**src/rtl/fir_output_decimator.sv**
```systemverilog
// FIR output decimator: keeps every DECIM-th accepted sample, narrows it to OUT_WIDTH, and buffers it in a FIFO.
// Optional build macro FIR_DECIM_ROUND_EN selects round-half-up with saturation instead of floor truncation.
module fir_output_decimator #(
  parameter int unsigned DATA_WIDTH = 24,
  parameter int unsigned OUT_WIDTH  = 16,
  parameter int unsigned DECIM      = 4,
  parameter int unsigned FIFO_DEPTH = 8
) (
  input  logic                                i_clk,
  input  logic                                i_rst,
  input  logic                                i_en,
  input  logic signed [DATA_WIDTH-1:0]        iv_din,
  input  logic                                i_din_valid,
  output logic signed [OUT_WIDTH-1:0]         ov_dout,
  output logic                                o_dout_valid,
  input  logic                                i_dout_ready,
  output logic                                o_overflow,
  output logic [$clog2(FIFO_DEPTH):0]         ov_level
);

  localparam int unsigned SHIFT = DATA_WIDTH - OUT_WIDTH;
  localparam int unsigned AW    = $clog2(FIFO_DEPTH);
  localparam int unsigned LW    = AW + 1;
  localparam int unsigned PW    = (DECIM > 1) ? $clog2(DECIM) : 1;

  logic [OUT_WIDTH-1:0] conv_c;

`ifdef FIR_DECIM_ROUND_EN
  localparam logic [DATA_WIDTH:0] RND_HALF = (DATA_WIDTH + 1)'(1) << (SHIFT - 1);
  localparam logic [OUT_WIDTH-1:0] SAT_MAX = {1'b0, {(OUT_WIDTH - 1){1'b1}}};
  localparam logic [OUT_WIDTH-1:0] SAT_MIN = {1'b1, {(OUT_WIDTH - 1){1'b0}}};

  logic [DATA_WIDTH:0] rnd_sum_c;
  logic [OUT_WIDTH:0]  rnd_shift_c;

  // Round half up in one extra bit of headroom, then clamp if the top two bits disagree.
  always_comb begin
    rnd_sum_c   = {iv_din[DATA_WIDTH-1], iv_din} + RND_HALF;
    rnd_shift_c = rnd_sum_c[DATA_WIDTH:SHIFT];
    conv_c      = rnd_shift_c[OUT_WIDTH-1:0];
    if (rnd_shift_c[OUT_WIDTH] != rnd_shift_c[OUT_WIDTH-1]) begin
      conv_c = rnd_shift_c[OUT_WIDTH] ? SAT_MIN : SAT_MAX;
    end
  end
`else
  // Dropping the LSBs of a two's-complement value is a floor arithmetic shift.
  always_comb begin
    conv_c = iv_din[DATA_WIDTH-1:SHIFT];
  end
`endif

  logic [OUT_WIDTH-1:0] mem [FIFO_DEPTH];
  logic [AW-1:0]        wr_ptr;
  logic [AW-1:0]        rd_ptr;
  logic [AW-1:0]        rd_ptr_nxt;
  logic [PW-1:0]        phase;
  logic                 accept_c;
  logic                 keep_c;
  logic                 pop_c;
  logic                 full_c;
  logic                 wr_c;
  logic                 drop_c;
  logic [LW-1:0]        level_after_pop;
  logic [LW-1:0]        level_nxt;
  logic [OUT_WIDTH-1:0] head_nxt;

  // Write/pop decisions and the head value the output register loads next.
  always_comb begin
    accept_c        = i_en & i_din_valid;
    keep_c          = accept_c & (phase == '0);
    pop_c           = o_dout_valid & i_dout_ready;
    full_c          = (ov_level == LW'(FIFO_DEPTH));
    wr_c            = keep_c & (~full_c | pop_c);
    drop_c          = keep_c & full_c & ~pop_c;
    rd_ptr_nxt      = rd_ptr + AW'(pop_c);
    level_after_pop = ov_level - LW'(pop_c);
    level_nxt       = level_after_pop + LW'(wr_c);
    // A write into an otherwise empty FIFO becomes the head directly (bypass).
    head_nxt        = (wr_c && (level_after_pop == '0)) ? conv_c : mem[rd_ptr_nxt];
  end

  always_ff @(posedge i_clk) begin
    if (i_rst) begin
      phase        <= '0;
      wr_ptr       <= '0;
      rd_ptr       <= '0;
      ov_level     <= '0;
      o_dout_valid <= 1'b0;
      o_overflow   <= 1'b0;
      ov_dout      <= '0;
    end else begin
      if (accept_c) begin
        phase <= (phase == PW'(DECIM - 1)) ? '0 : phase + PW'(1);
      end
      if (wr_c) begin
        wr_ptr <= wr_ptr + AW'(1);
      end
      if (drop_c) begin
        o_overflow <= 1'b1;
      end
      rd_ptr       <= rd_ptr_nxt;
      ov_level     <= level_nxt;
      o_dout_valid <= (level_nxt != '0);
      ov_dout      <= head_nxt;
    end
  end

  // Storage array; contents are discarded logically by the pointer reset.
  always_ff @(posedge i_clk) begin
    if (wr_c && !i_rst) begin
      mem[wr_ptr] <= conv_c;
    end
  end

endmodule

```
**config.mk**
```make
export PLATFORM = sky130hd
export DESIGN_NAME = fir_output_decimator
export DESIGN_NICKNAME = d
export VERILOG_FILES = /design/src/rtl/fir_output_decimator.sv
export SDC_FILE = /design/constraint.sdc
export NUM_CORES = 1
export LEC_CHECK = 0
export ABC_CLOCK_PERIOD_IN_PS = 3800
export CAP_MARGIN = 20
export CELL_PAD_IN_SITES_DETAIL_PLACEMENT = 0
export CELL_PAD_IN_SITES_GLOBAL_PLACEMENT = 2
export CORE_MARGIN = 10
export CORE_UTILIZATION = 43
export DETAILED_ROUTE_END_ITERATION = 10
export GPL_TIMING_DRIVEN = 0
export PLACE_DENSITY_LB_ADDON = 0.1
export SETUP_SLACK_MARGIN = 0.05
export SLEW_MARGIN = 0
export SYNTH_ARGS = -nofsm -noshare
export SYNTH_HDL_FRONTEND = slang
export SYNTH_SLANG_ARGS = --single-unit
```
**constraint.sdc**
```tcl
create_clock -name i_clk -period 3.8 [get_ports i_clk]
set_input_delay 0.38 -clock i_clk [delete_from_list [all_inputs] [get_ports i_clk]]
set_output_delay 0.38 -clock i_clk [all_outputs]
set_load 0.01 [all_outputs]
```
==> reports/results.txt <==
Top achievable clock speed -> 387 MHz
Global-route wire length before repair -> 21400 um
Weighted congestion reported at the end of routability-driven placement -> 0.740
Final setup vio count -> 0
Maximum fanout along the worst path -> 10
Layout Skew -> 5.34 ps
Antenna viol nets, final -> 0
Total congestion overflow -> 0
Share of the clock period used by the worst path -> 67.9%
Clock H-tree levels -> 4
DRC marker count from the first detailed-route iteration -> 247
Count of input and output buffers -> 41
Setup crit start kind -> input port
Post_cts resized -> 0
Post-placement cell area -> 0.00709 sq mm
Post-route standard cell area excluding fillers -> 0.00770 sq mm
Post-synthesis area per instance -> 16.9 sq um
Filler cells -> 1185
Flip-flop and latch count after synthesis -> 158
Number of max-cap violations -> 0
# hold bufs at CTS -> 0
Final Hold Violating Endpoints -> 0
Gr usage total -> 14.4%
Antenna violations before repair -> 0
Detailed-route vias per instance -> 5.30
CTS Sinks -> 158
Cell row count -> 44
Placed Cells incl. Taps -> 609
Worst-case register-to-register setup slack -> 1320 ps
Largest net degree at the start of global routing -> 17
Register-to-Register Path Depth -> 7
Post-Syn Area -> 0.00629 sq mm
Core area -> 0.0144 sq mm
Endpoint of the lowest-slack register-to-register path -> ov_dout[11]$_SDFF_PP0_
Worst hold path stage count -> 2
DP Worst Slack -> 712 ps
# IOs -> 51
Root Buffer -> sky130_fd_sc_hd__clkbuf_16
Hold endpoint -> ov_level[1]$_SDFF_PP0_
DIE AREA -> 0.0199 sq mm
Number of setup buffers added after CTS -> 0
Half-perimeter wire length of the detailed placement result -> 8950 um
Antenna diode count -> 0
Max Buffers Root-to-Sink -> 2
Number of global-route vias before repair -> 3720
Outcome -> finished, final reports clean
Startpoint of the worst hold path -> i_rst
Minimum setup slack in the final design -> 1220 ps
Starting density of the core -> 43.6%
Clock tree from TritonCTS -> built
Hold WC Path Type -> input port to flip-flop
RSZ-0062 raised after global routing -> false
Post-synthesis to final-layout area growth -> 22.4%
Routed wire length -> 13400 um
Total number of vias -> 3398
Critical path class -> input port to flip-flop
Kind of end point of the critical path -> flip-flop
Clk Latency, worst-skew pair -> 420 ps
Total area of multi-input combinational cells -> 0.00174 sq mm
Data required time of the worst path -> 4130 ps
Pwr/cell area -> 630 mW/mm^2
CTS Buf Count -> 17
Average wire per standard cell -> 20.8 um
Count of yosys warnings during synthesis -> 0
Synthesized instance count -> 373
Share of post-route cells with drive strength above 1 -> 22.3%
Unique masters post-synth -> 41
Leakage -> 2.56 nW
Clock slew seen by the registers of the worst setup and hold paths -> 60 ps
Final non-filler cell total -> 641
Final min period -> 2580 ps
Total number of nets in the final design -> 480
Arrival @ worst endpoint -> 2910 ps
FF/Latch Area -> 0.00444 sq mm
Drc violations -> 0
Final slew viol count -> 0
Count of TritonRoute iterations in the first routing pass -> 4
Max-Slew Margin vs Limit -> 34.2%
Die Span X -> 141 um
Die H -> 141 um
Largest voltage drop on the vdd net -> 0.308 mV
Startpoint of the worst register-to-register path -> o_dout_valid$_SDFF_PP0_
Transition time of the tightest slew-check pin -> 987 ps
Number of nets in the synthesized netlist -> 409
Seq/Total Area, Yosys -> 70.6%
worst max-delay path by stage:
stage | slack, ps | startpoint | cells after the start | end
after floorplan | 700 | ov_level[2]$_SDFF_PP0_ | 4 | mem[0][0]$_DFFE_PP_
after global placement | -1780 | i_dout_ready | 5 | mem[4][1]$_DFFE_PP_
after detailed placement | 710 | i_dout_ready | 8 | ov_dout[11]$_SDFF_PP0_
after CTS | 1150 | i_dout_ready | 8 | ov_dout[11]$_SDFF_PP0_
after global routing | 1030 | i_dout_ready | 8 | ov_dout[11]$_SDFF_PP0_
final | 1220 | i_dout_ready | 8 | ov_dout[11]$_SDFF_PP0_
final cells by class:
type | count | share of cell area (%)
flip-flops and latches | 158 | 57.7
multi-input cells | 192 | 22.6
repair buffers | 52 | 6.94
clock buffers | 18 | 5.57
well taps | 184 | 2.99
clock inverters | 14 | 2.42
plain buffers | 18 | 1.51
inverters | 5 | 0.244
stage by stage:
step                      util [%]  power [mW]  hold WS [ps]  TNS [ps]
after floorplan                  -        2.75           453         0
after global placement        48.1        3.12           467    -48700
after detailed placement      49.1        3.13           474         0
after CTS                     53.4        4.91           176         0
after global routing          53.4        5.09           189         0
final                         53.4        4.85           197         0
sequential cells by signal, indices dropped and copies added (netlist names):
| signal | flops |
|---|---|
| ov_level | 4 |
| phase | 2 |
| rd_ptr | 3 |
| mem | 128 |
| wr_ptr | 3 |
| ov_dout | 16 |
| o_overflow | 1 |
| o_dout_valid | 1 |
worst max-delay path, stage by stage:
cell and delay [ps]:
sky130_fd_sc_hd__clkdlybuf4s50_1 500, sky130_fd_sc_hd__and3_1 200, sky130_fd_sc_hd__ha_1 370, sky130_fd_sc_hd__buf_2 320, sky130_fd_sc_hd__nand2_1 270, sky130_fd_sc_hd__clkbuf_1 350, sky130_fd_sc_hd__o22a_1 270, sky130_fd_sc_hd__a211oi_1 230
synth_stat cells:
cell	n	area, sq um
sky130_fd_sc_hd__edfxtp_1	128	3840
sky130_fd_sc_hd__nor2_1	36	135
sky130_fd_sc_hd__mux2i_1	34	340
sky130_fd_sc_hd__dfxtp_1	30	601
sky130_fd_sc_hd__mux4_2	15	338
sky130_fd_sc_hd__o22a_1	15	131
sky130_fd_sc_hd__nand2_1	11	41.3
sky130_fd_sc_hd__a211oi_2	10	125
sky130_fd_sc_hd__a21oi_2	10	87.6
sky130_fd_sc_hd__a21oi_1	8	40.0
sky130_fd_sc_hd__ha_1	7	87.6
sky130_fd_sc_hd__a211oi_1	6	45.0
sky130_fd_sc_hd__buf_2	6	30.0
sky130_fd_sc_hd__nand3_1	6	30.0
sky130_fd_sc_hd__xor2_1	6	52.6
sky130_fd_sc_hd__clkbuf_1	5	18.8
sky130_fd_sc_hd__inv_1	5	18.8
sky130_fd_sc_hd__buf_4	4	30.0
sky130_fd_sc_hd__nor2b_1	3	18.8
sky130_fd_sc_hd__nor4_1	3	18.8
sky130_fd_sc_hd__buf_6	2	22.5
sky130_fd_sc_hd__nand2b_1	2	12.5
sky130_fd_sc_hd__nand3b_1	2	15.0
sky130_fd_sc_hd__nor3_1	2	10.0
sky130_fd_sc_hd__a2111oi_1	1	10.0
sky130_fd_sc_hd__a21bo_2	1	10.0
sky130_fd_sc_hd__a2bb2oi_1	1	8.76
sky130_fd_sc_hd__a311o_1	1	10.0
sky130_fd_sc_hd__a31oi_2	1	12.5
sky130_fd_sc_hd__and3_1	1	6.26
sky130_fd_sc_hd__and3b_1	1	8.76
sky130_fd_sc_hd__and4b_1	1	10.0
sky130_fd_sc_hd__and4bb_4	1	16.3
sky130_fd_sc_hd__buf_8	1	15.0
sky130_fd_sc_hd__nand4b_2	1	15.0
sky130_fd_sc_hd__nor3b_1	1	7.51
sky130_fd_sc_hd__o211ai_1	1	7.51
sky130_fd_sc_hd__o21ba_2	1	10.0
sky130_fd_sc_hd__xnor2_1	1	8.76
sky130_fd_sc_hd__xnor2_2	1	16.3
sky130_fd_sc_hd__xnor2_4	1	27.5
cells in the final DEF, fill, tap and decap left out, drive strengths merged, types with 2 or more instances in the layout:
cell and n:
mux2i 34, inv 9, nor3 2, xor2 6
clkinvlp 2, mux4 15, nor4 3, edfxtp 128
bufinv 4, nand2 11, nor2 36, a21oi 18
clkdlybuf4s50 41, buf 24, clkinv 4, nand2b 2
nand3b 2, ha 7, a211oi 16, o22a 15
clkbuf 23, dfxtp 30, nor2b 3, xnor2 3
nand3 6
logic make-up (layout without fill, tap and decap cells):
group,Yosys count,in the layout,synth area share [%]
AND/OR/NAND/NOR,71,71,5.49
multiplexers,49,49,10.8
buffers and inverters,23,107,2.15
XOR/XNOR,9,9,1.67
adder cells (fa/ha/maj),7,7,1.39
flip-flops,158,158,70.6
AO/OA/AOI/OAI,56,56,7.91
power by group:
group / switching (mW) / internal [mW] / total (mW) / leakage (nW)
logic: 0.538 / 0.521 / 1.06 / 0.868
registers: 0.0575 / 1.96 / 2.02 / 1.40
clock network: 0.677 / 1.10 / 1.78 / 0.294
total: 1.27 / 3.58 / 4.85 / 2.56
routing by layer:
layer | part of all wire, % | track usage (%) | vias to the layer above | routed length [um]
met3 | 4.1 | 3.59 | 24 | 545
li1 | - | - | 1604 | -
met1 | 45 | 18.2 | 1709 | 5950
met5 | 0 | 0 | - | 0
met2 | 49 | 23.0 | 61 | 6570
met4 | 2.1 | 6.03 | 0 | 279
Power figures use the tool's default switching activity.
